===== config.mk =====
export PLATFORM = sky130hd
export DESIGN_NAME = axi4_lite_slave
export DESIGN_NICKNAME = d
export VERILOG_FILES = /design/src/rtl/axi_lite_pkg.sv /design/src/rtl/axi_lite_rd_engine.sv /design/src/rtl/axi4_lite_slave.sv
export SDC_FILE = /design/constraint.sdc
export NUM_CORES = 1
export LEC_CHECK = 0
export ABC_AREA = 1
export BUFFER_PORTS_ARGS = -buffer_cell sky130_fd_sc_hd__buf_2
export CORE_MARGIN = 1
export CORE_UTILIZATION = 50
export CTS_CLUSTER_DIAMETER = 60
export DETAILED_ROUTE_END_ITERATION = 10
export PLACE_DENSITY = 0.91
export SLEW_MARGIN = 20
export SYNTH_ARGS = -nofsm -noshare
export SYNTH_HDL_FRONTEND = slang
export SYNTH_HIERARCHICAL = 1
export SYNTH_SLANG_ARGS = --single-unit

===== constraint.sdc =====
create_clock -name ACLK -period 3.17 [get_ports ACLK]
set_input_delay 0.317 -clock ACLK [delete_from_list [all_inputs] [get_ports ACLK]]
set_output_delay 0.317 -clock ACLK [all_outputs]
set_load 0.05 [all_outputs]

===== src/rtl/axi_lite_pkg.sv =====
// Shared types and constants for the AXI4-Lite slave front end of the adder register file.
package axi_lite_pkg;

    typedef enum logic [1:0] {
        OKAY   = 2'b00,
        SLVERR = 2'b10
    } resp_t;

    typedef enum logic [1:0] {WR_IDLE, WR_EXEC, WR_RESP} wr_state_t;
    typedef enum logic [1:0] {RD_IDLE, RD_DATA, RD_RESP} rd_state_t;

    localparam logic [5:0] REG_R0   = 6'h0;
    localparam logic [5:0] REG_R1   = 6'h1;
    localparam logic [5:0] REG_R2   = 6'h2;
    localparam logic [5:0] REG_R3   = 6'h3;
    localparam logic [5:0] REG_LEDS = 6'h4;

    // Word index is address bits [7:2]; anything at or past num_regs is unmapped.
    function automatic logic word_in_range(input logic [5:0] word, input int unsigned num_regs);
        return {26'd0, word} < num_regs;
    endfunction

endpackage


===== src/rtl/axi_lite_rd_engine.sv =====
// AR/R channel engine: latches the read address, samples register-file data one cycle later,
// and holds the response until the master accepts it.
module axi_lite_rd_engine
    import axi_lite_pkg::*;
#(
    parameter int unsigned ADDR_W   = 32,
    parameter int unsigned DATA_W   = 32,
    parameter int unsigned NUM_REGS = 5
) (
    input  logic              i_clk,
    input  logic              i_rst_n,
    input  logic              i_live,
    input  logic [ADDR_W-1:0] i_araddr,
    input  logic              i_arvalid,
    output logic              o_arready,
    output logic [DATA_W-1:0] o_rdata,
    output logic [1:0]        o_rresp,
    output logic              o_rvalid,
    input  logic              i_rready,
    output logic [ADDR_W-1:0] o_addr_rc,
    input  logic [DATA_W-1:0] i_data_rc
);

    rd_state_t         r_state;
    rd_state_t         w_next;
    logic [ADDR_W-1:0] r_addr;
    logic [DATA_W-1:0] r_rdata;
    resp_t             r_rresp;
    logic              w_ar_hs;
    logic              w_in_range;

    assign w_ar_hs    = (r_state == RD_IDLE) && i_live && i_arvalid;
    assign w_in_range = word_in_range(r_addr[7:2], NUM_REGS);

    always_ff @(posedge i_clk or negedge i_rst_n) begin
        if (!i_rst_n) r_state <= RD_IDLE;
        else          r_state <= w_next;
    end

    always_comb begin
        w_next    = r_state;
        o_arready = 1'b0;
        o_rvalid  = 1'b0;
        case (r_state)
            RD_IDLE: begin
                o_arready = i_live;
                if (w_ar_hs) w_next = RD_DATA;
            end
            RD_DATA: w_next = RD_RESP;
            RD_RESP: begin
                o_rvalid = 1'b1;
                if (i_rready) w_next = RD_IDLE;
            end
            default: w_next = RD_IDLE;
        endcase
    end

    always_ff @(posedge i_clk or negedge i_rst_n) begin
        if (!i_rst_n) begin
            r_addr  <= '0;
            r_rdata <= '0;
            r_rresp <= OKAY;
        end else begin
            if (w_ar_hs) r_addr <= i_araddr;
            if (r_state == RD_DATA) begin
                r_rdata <= w_in_range ? i_data_rc : '0;
                r_rresp <= w_in_range ? OKAY : SLVERR;
            end
        end
    end

    assign o_addr_rc = r_addr;
    assign o_rdata   = r_rdata;
    assign o_rresp   = r_rresp;

endmodule


===== src/rtl/axi4_lite_slave.sv =====
// AXI4-Lite slave front end: turns AW/W/B into a one-cycle register-file write strobe
// and delegates AR/R to axi_lite_rd_engine. One write and one read outstanding at most.
module axi4_lite_slave
    import axi_lite_pkg::*;
#(
    parameter int unsigned ADDR_W   = 32,
    parameter int unsigned DATA_W   = 32,
    parameter int unsigned NUM_REGS = 5
) (
    input  logic                ACLK,
    input  logic                ARSTn,
    input  logic [ADDR_W-1:0]   AWADDR,
    input  logic                AWVALID,
    output logic                AWREADY,
    input  logic [DATA_W-1:0]   WDATA,
    input  logic [DATA_W/8-1:0] WSTRB,
    input  logic                WVALID,
    output logic                WREADY,
    output logic [1:0]          BRESP,
    output logic                BVALID,
    input  logic                BREADY,
    input  logic [ADDR_W-1:0]   ARADDR,
    input  logic                ARVALID,
    output logic                ARREADY,
    output logic [DATA_W-1:0]   RDATA,
    output logic [1:0]          RRESP,
    output logic                RVALID,
    input  logic                RREADY,
    output logic [ADDR_W-1:0]   o_addr_wc,
    output logic [DATA_W-1:0]   o_data_wc,
    output logic                o_en_amba_write,
    output logic [ADDR_W-1:0]   o_addr_rc,
    input  logic [DATA_W-1:0]   i_data_rc
);

    wr_state_t           r_wr_state;
    wr_state_t           w_wr_next;
    logic                r_live;
    logic                r_aw_held;
    logic                r_w_held;
    logic [ADDR_W-1:0]   r_addr_wc;
    logic [DATA_W-1:0]   r_data_wc;
    logic [DATA_W/8-1:0] r_wstrb;
    resp_t               r_bresp;
    logic                w_awready;
    logic                w_wready;
    logic                w_aw_hs;
    logic                w_w_hs;
    logic                w_wr_ok;

    // r_live keeps every READY low while reset is asserted and until the first edge after release.
    assign w_awready = (r_wr_state == WR_IDLE) && r_live && !r_aw_held;
    assign w_wready  = (r_wr_state == WR_IDLE) && r_live && !r_w_held;
    assign w_aw_hs   = AWVALID && w_awready;
    assign w_w_hs    = WVALID && w_wready;
    assign w_wr_ok   = word_in_range(r_addr_wc[7:2], NUM_REGS) && (&r_wstrb);

    always_ff @(posedge ACLK or negedge ARSTn) begin
        if (!ARSTn) r_wr_state <= WR_IDLE;
        else        r_wr_state <= w_wr_next;
    end

    always_comb begin
        w_wr_next       = r_wr_state;
        BVALID          = 1'b0;
        o_en_amba_write = 1'b0;
        case (r_wr_state)
            WR_IDLE: if ((r_aw_held || w_aw_hs) && (r_w_held || w_w_hs)) w_wr_next = WR_EXEC;
            WR_EXEC: begin
                o_en_amba_write = w_wr_ok;
                w_wr_next       = WR_RESP;
            end
            WR_RESP: begin
                BVALID = 1'b1;
                if (BREADY) w_wr_next = WR_IDLE;
            end
            default: w_wr_next = WR_IDLE;
        endcase
    end

    always_ff @(posedge ACLK or negedge ARSTn) begin
        if (!ARSTn) begin
            r_live    <= 1'b0;
            r_aw_held <= 1'b0;
            r_w_held  <= 1'b0;
            r_addr_wc <= '0;
            r_data_wc <= '0;
            r_wstrb   <= '0;
            r_bresp   <= OKAY;
        end else begin
            r_live <= 1'b1;
            if (w_aw_hs) begin
                r_addr_wc <= AWADDR;
                r_aw_held <= 1'b1;
            end
            if (w_w_hs) begin
                r_data_wc <= WDATA;
                r_wstrb   <= WSTRB;
                r_w_held  <= 1'b1;
            end
            if (r_wr_state == WR_EXEC) r_bresp <= w_wr_ok ? OKAY : SLVERR;
            if ((r_wr_state == WR_RESP) && BREADY) begin
                r_aw_held <= 1'b0;
                r_w_held  <= 1'b0;
            end
        end
    end

    assign AWREADY   = w_awready;
    assign WREADY    = w_wready;
    assign BRESP     = r_bresp;
    assign o_addr_wc = r_addr_wc;
    assign o_data_wc = r_data_wc;

    axi_lite_rd_engine #(
        .ADDR_W   (ADDR_W),
        .DATA_W   (DATA_W),
        .NUM_REGS (NUM_REGS)
    ) u_rd_engine (
        .i_clk     (ACLK),
        .i_rst_n   (ARSTn),
        .i_live    (r_live),
        .i_araddr  (ARADDR),
        .i_arvalid (ARVALID),
        .o_arready (ARREADY),
        .o_rdata   (RDATA),
        .o_rresp   (RRESP),
        .o_rvalid  (RVALID),
        .i_rready  (RREADY),
        .o_addr_rc (o_addr_rc),
        .i_data_rc (i_data_rc)
    );

endmodule


==> run summary <==
H-tree level count -> 4
Metal3 WL -> 1210 µm
Syn-to-layout area delta -> 34.8%
Flop2flop setup slack -> 1.21 ns
P per Cell Area -> 1170 nW/µm²
Sequential cell area -> 3530 µm²
N_diodes -> 0
Relative slew slack -> 31.4%
Final Max Tran Viols -> 0
Worst reg2reg path endpoint -> u_rd_engine/o_rdata[0]
Starting Density -> 51.9%
# port buffers -> 274
Endpoint class of the critical path -> output pin
Most frequent cells in the layout -> 303 x nand2_1, 273 x buf_2, 141 x dfrtp_1
Via Count -> 5159
Setup total negative slack -> 0 ns
First-pass GRT wire length -> 23100 µm
Routability congestion estimate -> 0.828
Clock buffer depth -> 2
Critical path class -> reg -> out
Final wirelength -> 14900 µm
Routed wl met2 -> 7530 µm
Design area -> 7680 µm²
Fillers -> 860
Postcts setup bufs -> 0
Vias per inst -> 4.94
Critical Path AT -> 1.91 ns
Max_cap viols -> 0
CP Buf/Inv Count -> 1
Worst Max-Slew Pin Slew -> 1.03 ns
Hold Path End -> u_rd_engine/o_addr_rc[7]
Most common cell after layout, fill and taps aside -> nand2_1
Pleak -> 4.41 nW
Synthesized flop and latch total -> 141
Tot GR Track Use -> 25.8%
DRC viols -> 0
Req. time, crit path -> 2.85 ns
Worst Hold Depth -> 3
Largest net degree at the start of global routing -> 67
CTS tree -> done
Die area -> 11800 µm²
Clock latency on the worst-skew pair -> 0.42 ns
Peak supply drop -> 0.000675 V
Worst hold-check path type -> in -> reg
M1 WL -> 5890 µm
Synth Cell Area -> 5700 µm²
Hold Vio Cnt, Final -> 0
Drt wl/cell -> 14.3 µm
I/O pins -> 277
Top Layer Used -> met4
Synth Instances -> 631
Clk sinks -> 141
CTS Root Cell -> clkbuf_16
Post-route ant nets -> 0
Crit path cell chain -> nor2_4, nand2_4, nor2_8, buf_2
Final period demand of the worst path -> 2.22 ns
Die X -> 109 µm
GR Overflow Total -> 0
Post-layout util -> 69.9%
Fin nets -> 1031
DP HPWL -> 10300 µm
Final Cycle Share -> 70.2%
Vias in the first global route -> 4855
Peak Freq -> 449 MHz
Core area -> 11000 µm²
Synth warn -> 6
Reg-to-Reg Start -> u_rd_engine/r_state[0]
CP Max Fanout -> 37
Worst-path clk slew -> 0.06 ns
Hold Crit Start -> ARADDR[7]
DR pass1 iterations -> 4
Num CTS Buffers -> 17
FF-to-FF path depth -> 4
Crit start category -> flip-flop
Drt first-iter violations -> 273
Unrepaired setup endpoints after global routing -> no
Post-DP Area -> 7050 µm²
CP max-delay cell -> dfrtp_1
Post-synthesis sequential area ratio -> 61.9%
Top delay family on crit path -> simple AND/OR/NAND/NOR gates
Layout cells sized above 1 -> 35.4%
Area of the multi-input gates -> 1870 µm²
Outcome -> finished, final reports clean
CP peak stage delay -> 0.42 ns
Die H -> 109 µm
Syn_area_per_cell -> 9.03 µm²
Post-synth cell types -> 27
Rows -> 38
Syn Nets -> 770
Clock Skew -> 0.0173 ns
Setup violators final -> 0
Antenna violations before repair -> 0
==> per-layer routing <==
metal,vias up,track usage [%]
li1,2500,-
met1,2395,30.0
met2,240,44.1
met3,24,8.49
met4,0,9.94
met5,-,0
==> worst max-delay path by stage <==
stage | from | end | slack (ns) | cells past startpoint
floorplan | r_live | ARREADY | 1.23 | 1
global placement | u_rd_engine/r_state[0] | u_rd_engine/o_rdata[0] | 1.26 | 4
detailed placement | u_rd_engine/r_state[0] | u_rd_engine/o_rdata[0] | 1.25 | 4
CTS | r_wr_state[0] | WREADY | 0.92 | 4
global route | r_wr_state[0] | WREADY | 0.82 | 4
finish | r_wr_state[0] | WREADY | 0.95 | 4
==> worst reg2reg max path, stage by stage, from the launching register on <==
cell and delay [ns]:
dfrtp_1 0.42, nand2_2 0.49, clkinv_2 0.56, nand2_1 0.20
o21ai_0 0.11
==> cells in the mapped netlist <==
library cell / number / area share, %
a21oi_1: 2 / 0.18
a31oi_1: 1 / 0.11
buf_1: 1 / 0.066
buf_2: 13 / 1.1
buf_4: 11 / 1.4
buf_6: 6 / 1.2
clkbuf_1: 6 / 0.40
clkinv_2: 1 / 0.088
conb_1: 3 / 0.20
dfrtp_1: 141 / 62
inv_1: 10 / 0.66
inv_2: 3 / 0.20
nand2_1: 303 / 20
nand2_2: 1 / 0.11
nand2_4: 2 / 0.40
nand3_1: 69 / 6.1
nand4_1: 1 / 0.11
nand4_2: 2 / 0.44
nor2_1: 14 / 0.92
nor2_4: 1 / 0.20
nor2_8: 2 / 0.70
nor3_1: 1 / 0.088
nor3b_1: 1 / 0.13
o21ai_0: 5 / 0.44
o21ai_1: 29 / 2.5
o21ai_2: 1 / 0.15
o21bai_1: 1 / 0.13
==> flip-flops by register name (all words and copies together), names as in the netlist <==
signal                 flops
r_w_held                   1
r_aw_held                  1
o_addr_wc                 32
u_rd_engine/r_state        2
u_rd_engine/o_addr_rc     32
u_rd_engine/o_rresp        1
o_data_wc                 32
r_live                     1
BRESP                      1
r_wr_state                 2
u_rd_engine/o_rdata       32
r_wstrb                    4
==> cells by family after synthesis <==
logic type / Yosys count / synth area share [%]
AO/OA/AOI/OAI: 39 / 3.56
buffers and inverters: 51 / 5.18
flip-flops: 141 / 61.9
other: 3 / 0.198
AND/OR/NAND/NOR: 397 / 29.1
==> timing repair <==
action | CTS | global route
gates resized for setup | 0 | 0
hold buffers | 1 | 0
hold endpoints to repair | 64 | 0
==> cell type report <==
class | instances | share of cell area [%]
well taps | 140 | 2.28
clock buffers | 21 | 5.87
inverters | 14 | 0.701
repair buffers | 279 | 18.6
clock inverters | 11 | 2.17
flip-flops and latches | 141 | 46.0
multi-input cells | 439 | 24.4
==> power by group <==
| part | switching (mW) | total [mW] | internal, mW | leakage, nW |
|---|---|---|---|---|
| sequential | 0.392 | 2.85 | 2.45 | 1.78 |
| clock | 0.736 | 2.07 | 1.33 | 0.293 |
| combinational | 3.20 | 4.04 | 0.840 | 2.33 |
| total | 4.33 | 8.96 | 4.63 | 4.41 |
==> metrics by stage <==
stage	power [mW]	hold WS (ns)	setup WS [ns]	instances
after global routing	9.43	0.0894	0.822	1045
final	8.96	0.0916	0.945	1045
after CTS	9.03	0.0841	0.917	1045
after global placement	6.83	0.352	1.26	1012
after floorplan	5.93	0.0214	1.23	631
after detailed placement	6.92	0.353	1.25	1012
Power figures use the tool's default switching activity.
